[src/rtl/ca_fanout_pkg.sv]
// ca_fanout_pkg: shared routing-mode encoding and CA parity helper.
package ca_fanout_pkg;

    typedef enum logic [1:0] {
        RM_BCAST   = 2'd0,
        RM_FIXED   = 2'd1,
        RM_RANKMAP = 2'd2,
        RM_RSVD    = 2'd3
    } route_mode_e;

    localparam int PAR_MAX_W = 64;

    // Returns 1 when the word has odd parity, i.e. an even-parity check fails.
    function automatic logic ca_even_parity(input logic [PAR_MAX_W-1:0] word);
        return ^word;
    endfunction

endpackage

[src/rtl/ca_sc_fifo.sv]
// ca_sc_fifo: first-word-fall-through elastic FIFO for one subchannel.
module ca_sc_fifo #(
    parameter int WIDTH = 14,
    parameter int DEPTH = 4
) (
    input  logic             clk,
    input  logic             rst_n,
    input  logic             flush,
    input  logic             push,
    input  logic [WIDTH-1:0] din,
    output logic             full,
    input  logic             pop,
    output logic [WIDTH-1:0] dout,
    output logic             valid
);

    localparam int AW = $clog2(DEPTH);

    logic [WIDTH-1:0] mem [DEPTH];
    logic [AW:0]      wptr;
    logic [AW:0]      rptr;

    // The extra pointer bit separates the full case from the empty case.
    assign valid = wptr != rptr;
    assign full  = (wptr[AW] != rptr[AW]) && (wptr[AW-1:0] == rptr[AW-1:0]);
    assign dout  = valid ? mem[rptr[AW-1:0]] : '0;

    // Pointer update; flush wins over any same-cycle push or pop.
    always_ff @(posedge clk or negedge rst_n) begin
        if (!rst_n) begin
            wptr <= '0;
            rptr <= '0;
        end else if (flush) begin
            wptr <= '0;
            rptr <= '0;
        end else begin
            if (push && !full) wptr <= wptr + 1'b1;
            if (pop && valid)  rptr <= rptr + 1'b1;
        end
    end

    // Storage write; contents are don't-care while the FIFO is empty.
    always_ff @(posedge clk) begin
        if (push && !full && !flush) mem[wptr[AW-1:0]] <= din;
    end

endmodule

[src/rtl/ca_fanout_router.sv]
// ca_fanout_router: distributes CA packets to per-subchannel FIFOs with parity check and status counters.
module ca_fanout_router
    import ca_fanout_pkg::*;
#(
    parameter int CA_WIDTH   = 14,
    parameter int NUM_SC     = 2,
    parameter int RANK_BITS  = 2,
    parameter int FIFO_DEPTH = 4,
    parameter int CNT_W      = 16,
    localparam int NUM_RANKS = 2 ** RANK_BITS,
    localparam int SEL_W     = (NUM_SC > 1) ? $clog2(NUM_SC) : 1
) (
    input  logic                          clk,
    input  logic                          rst_n,
    input  logic                          enable,
    input  logic                          flush,
    input  logic [1:0]                    routing_mode,
    input  logic [SEL_W-1:0]              sc_select,
    input  logic [NUM_RANKS*NUM_SC-1:0]   rank_sc_map,
    input  logic                          par_check_en,
    input  logic [CA_WIDTH-1:0]           ca_in,
    input  logic                          ca_par_in,
    input  logic [RANK_BITS-1:0]          ca_rank_in,
    input  logic                          ca_valid_in,
    output logic                          ca_ready_out,
    output logic [NUM_SC*CA_WIDTH-1:0]    ca_out,
    output logic [NUM_SC-1:0]             ca_valid_out,
    input  logic [NUM_SC-1:0]             ca_ready_in,
    output logic [NUM_SC-1:0]             fifo_full,
    output logic [CNT_W-1:0]              pkt_count,
    output logic [CNT_W-1:0]              par_err_count,
    output logic [CNT_W-1:0]              drop_count,
    output logic                          par_err_flag
);

    route_mode_e       mode;
    logic [NUM_SC-1:0] onehot;
    logic [NUM_SC-1:0] rank_mask;
    logic [NUM_SC-1:0] tgt;
    logic [NUM_SC-1:0] push;
    logic              accept;
    logic              par_bad;
    logic              par_fail;
    logic              drop;
    logic              wr;

    assign mode      = route_mode_e'(routing_mode);
    assign rank_mask = rank_sc_map[ca_rank_in*NUM_SC +: NUM_SC];

    // Target mask decode; an out-of-range sc_select yields an empty mask.
    always_comb begin
        onehot = '0;
        for (int s = 0; s < NUM_SC; s++) onehot[s] = (sc_select == SEL_W'(s));
        tgt = (mode == RM_BCAST)   ? '1 :
              (mode == RM_FIXED)   ? onehot :
              (mode == RM_RANKMAP) ? rank_mask : '0;
    end

    // Ready looks at pre-pop fullness so a push never relies on a same-cycle pop.
    assign ca_ready_out = enable && !flush && ((tgt & fifo_full) == '0);
    assign accept       = ca_valid_in && ca_ready_out;
    assign par_bad      = par_check_en && ca_even_parity(PAR_MAX_W'({ca_in, ca_par_in}));
    assign par_fail     = accept && par_bad;
    assign drop         = accept && !par_bad && (tgt == '0);
    assign wr           = accept && !par_bad && (tgt != '0);
    assign push         = {NUM_SC{wr}} & tgt;

    for (genvar s = 0; s < NUM_SC; s++) begin : g_sc
        ca_sc_fifo #(
            .WIDTH(CA_WIDTH),
            .DEPTH(FIFO_DEPTH)
        ) u_fifo (
            .clk  (clk),
            .rst_n(rst_n),
            .flush(flush),
            .push (push[s]),
            .din  (ca_in),
            .full (fifo_full[s]),
            .pop  (ca_valid_out[s] && ca_ready_in[s]),
            .dout (ca_out[s*CA_WIDTH +: CA_WIDTH]),
            .valid(ca_valid_out[s])
        );
    end

    // Saturating status counters and the sticky parity flag (flush clears only the flag).
    always_ff @(posedge clk or negedge rst_n) begin
        if (!rst_n) begin
            pkt_count     <= '0;
            par_err_count <= '0;
            drop_count    <= '0;
            par_err_flag  <= 1'b0;
        end else begin
            if (wr && pkt_count != '1)           pkt_count     <= pkt_count + 1'b1;
            if (par_fail && par_err_count != '1) par_err_count <= par_err_count + 1'b1;
            if (drop && drop_count != '1)        drop_count    <= drop_count + 1'b1;
            if (flush)         par_err_flag <= 1'b0;
            else if (par_fail) par_err_flag <= 1'b1;
        end
    end

endmodule

[config.mk]
export PLATFORM = sky130hd
export DESIGN_NAME = ca_fanout_router
export DESIGN_NICKNAME = d
export VERILOG_FILES = /design/src/rtl/ca_fanout_pkg.sv /design/src/rtl/ca_sc_fifo.sv /design/src/rtl/ca_fanout_router.sv
export SDC_FILE = /design/constraint.sdc
export NUM_CORES = 1
export LEC_CHECK = 0
export ABC_CLOCK_PERIOD_IN_PS = 3600
export BUFFER_PORTS_ARGS = -buffer_cell sky130_fd_sc_hd__buf_2
export CORE_MARGIN = 2
export CORE_UTILIZATION = 57
export CTS_CLUSTER_DIAMETER = 60
export DETAILED_ROUTE_END_ITERATION = 10
export PLACE_DENSITY = 0.8
export SETUP_SLACK_MARGIN = 0.1
export SYNTH_ARGS = -nofsm -noshare
export SYNTH_HDL_FRONTEND = slang
export SYNTH_SLANG_ARGS = --single-unit
[constraint.sdc]
create_clock -name clk -period 3.6 [get_ports clk]
set_input_delay 0.36 -clock clk [delete_from_list [all_inputs] [get_ports clk]]
set_output_delay 0.36 -clock clk [all_outputs]
set_load 0.02 [all_outputs]
==> reports/results.ini <==
[cts]
htree_num_levels=4
cts_made_buffers=17
clk_latency_ns=0.42
cts.sinks=173
root_buffer=clkbuf_16
cts_tree=built
ctsResizeCount=0
path_clk_slew_ns=0.06
cts_max_path_buffers=2

[run_status]
status=complete, no violations

[cells_and_area]
final_core_util_pct=69.2
seqCellArea_sq_mm=0.00489
fill_cells=901
area_delta_synth_final_pct=19.2
diodes=0
layout-drive-gt1-share_pct=32.1
nets=691
stdcell_count=831
multi_input_area_sq_mm=0.00261

[floorplanning]
start_util_pct=58.0
rows=42
fp.dieW_microns=120
core-area_sq_mm=0.0131
io_pins=118
die_area_sq_mm=0.0143
die_h_microns=120

[logic_synthesis]
yosys.area.top_type=edfxtp_1
synthCells=506
syn_nets=555
synth.distinct_cells=40
syn_area_per_cell_sq_um=15.1
synth_top_cell_area_share_pct=44.1
mappedNetlistArea_sq_mm=0.00762
seq_area_frac_synth_pct=64.2
yosys.cell_count.top_type=edfxtp_1
synth_flop_cell=edfxtp_1
synth.ff_latch_count=173
async_flop_share_pct=35.3
synth.yosys.warnings=0
synthTopCellsByCount=edfxtp_1, dfrtp_1, xor2_1
synth_edf_count=112
yosys-top-cells-area=edfxtp_1, dfrtp_1, mux4_2

[setup_path]
slowest_delay_ns=0.44
cp_slowest_cell=xnor3_1
crit_type=in2reg
crit_chain=buf_2, xnor3_1, xnor3_1, xnor3_1, and2_1, nor4_1, buf_4, and2_1, buf_4
cp.arrival_ns=2.74
start_kind=primary input
crit_fanout=14
worst_setup_path_end_kind=flop
cp.required_ns=3.70
cp_common_cell=xnor3_1

[power]
power_density_mw_per_mm2=541
p_leak_nw=3.81
peakVddDrop_mv=0.249

[sta]
finClkSkew_ns=0.00688
slew_headroom_pct=34.4
fin_crit_sh_pct=73.4
hold_viol_final=0
rsz0062_at_grt=no
fmax_ghz=0.379
slew_violations=0
setup_viol=0
whs_ns=0.239
worstMarginPinSlew_ns=0.983
final.setup.tns_ns=0
period_needed_ns=2.64

[drt]
drt_drc_violations_left=0
drt_iter0_markers=311
routed_wl_microns=15700
drtPass1Iterations=5
wl_per_cell_microns=18.8
vias_per_cell=5.61
antenna_left=0
vias=4662

[grt]
grtUsageMet3_pct=4.90
grt_usage_pct=23.6
met1_usage_pct=30.7
grt_pass1_wl_microns=25500
globalRouteOverflowTotal=0
busiest_layer=met2
grt_pass1_vias=4877
antenna_found_initial=0
grt_max_degree=32
use_met2_pct=39.5

[place]
io_buffers=117
dpl.hpwl_microns=10400
routabilityCongestion=0.845
dp_cells=798

[min_path]
hold_path.class=in2reg

[job]
maxCapViolCount=0

-- layer usage --
layer	wire (microns)	vias up
met3	970	16
li1	-	2147
met2	8240	162
met4	176	0
met5	0	-
met1	6260	2337
-- layout by cell type, fill, tap and decap left out, types with 5 or more instances in the layout --
| cell type | synthesis | routed |
|---|---|---|
| buf_2 | 1 | 117 |
| edfxtp_1 | 112 | 112 |
| dfrtp_1 | 61 | 61 |
| xor2_1 | 32 | 32 |
| xnor2_1 | 30 | 30 |
| mux4_2 | 28 | 28 |
| and2_1 | 23 | 23 |
| nand2_1 | 21 | 21 |
| nor2_1 | 20 | 20 |
| nand3_1 | 20 | 20 |
| buf_4 | 5 | 19 |
| nand4_1 | 17 | 17 |
| clkbuf_16 | 0 | 17 |
| nor2b_1 | 15 | 15 |
| nor3_1 | 14 | 14 |
| inv_1 | 13 | 13 |
| ha_1 | 13 | 13 |
| mux2_2 | 10 | 10 |
| nor4_1 | 12 | 10 |
| mux2i_1 | 7 | 7 |
| nand2b_1 | 5 | 5 |
| and3_1 | 5 | 5 |
-- sequential cells by signal, summed over array words and instances (netlist names) --
register,flops
pkt_count,16
par_err_count,16
g_sc.u_fifo.mem,112
drop_count,16
g_sc.u_fifo.wptr,6
par_err_flag,1
g_sc.u_fifo.rptr,6
-- worst max-delay path, delay by kind of cell --
kind | cells | cell delay (ns)
buffers and inverters | 3 | 0.64
and+or+nand+nor | 3 | 0.75
xor gates and xnor gates | 3 | 0.98
-- logic make-up after synthesis --
kind of cell / count (synthesis) / share of synthesized area [%]
buffers and inverters: 33 / 1.89
flip-flops: 173 / 64.2
AND/OR/NAND/NOR: 165 / 11.9
AO/OA/AOI/OAI: 12 / 1.17
adder cells (fa/ha/maj): 13 / 2.14
multiplexers: 45 / 10.7
XOR/XNOR: 65 / 8.01
-- path summary, 6_finish.rpt --
path	from	endpoint	slack [ns]	cells past startpoint
min in group asynchronous	rst_n	pkt_count[10]	0.52	2
setup / recovery	ca_in[9]	g_sc[1].u_fifo.mem[0][6]	0.96	9
hold reg to reg	g_sc[0].u_fifo.wptr[2]	g_sc[0].u_fifo.wptr[2]	0.50	1
hold / removal	ca_in[6]	g_sc[1].u_fifo.mem[1][6]	0.24	1
setup reg to reg	g_sc[0].u_fifo.rptr[1]	g_sc[1].u_fifo.mem[0][6]	0.97	8
max in group asynchronous	rst_n	drop_count[3]	2.22	3
-- stage by stage --
stage	power [mW]	setup WS (ns)	cell area, sq um
2_1_floorplan	2.86	0.411	7630
3_3_place_gp	3.12	0.669	8490
3_5_place_dp	3.16	0.604	8490
4_1_cts	4.96	0.922	9080
5_1_grt	5.11	0.776	9080
6_report	4.91	0.958	9080
-- timing repair --
action / in CTS / in global routing
hold buffers: 1 / 0
setup buffers: 0 / 0
endpoints found under the hold margin: 30 / 0
-- cell type report --
cell class | instances | share of cell area [%]
repair buffers | 137 | 8.13
flip-flops and latches | 173 | 53.8
clock inverters | 13 | 1.64
clock buffers | 19 | 4.77
well taps | 176 | 2.42
multi-input cells | 300 | 28.7
inverters | 13 | 0.537
-- power by group --
group | internal (mW) | total, mW | switching, mW
Sequential | 2.20 | 2.27 | 0.0764
Clock | 1.08 | 1.80 | 0.721
Combinational | 0.336 | 0.837 | 0.501
Power figures use the tool's default switching activity.
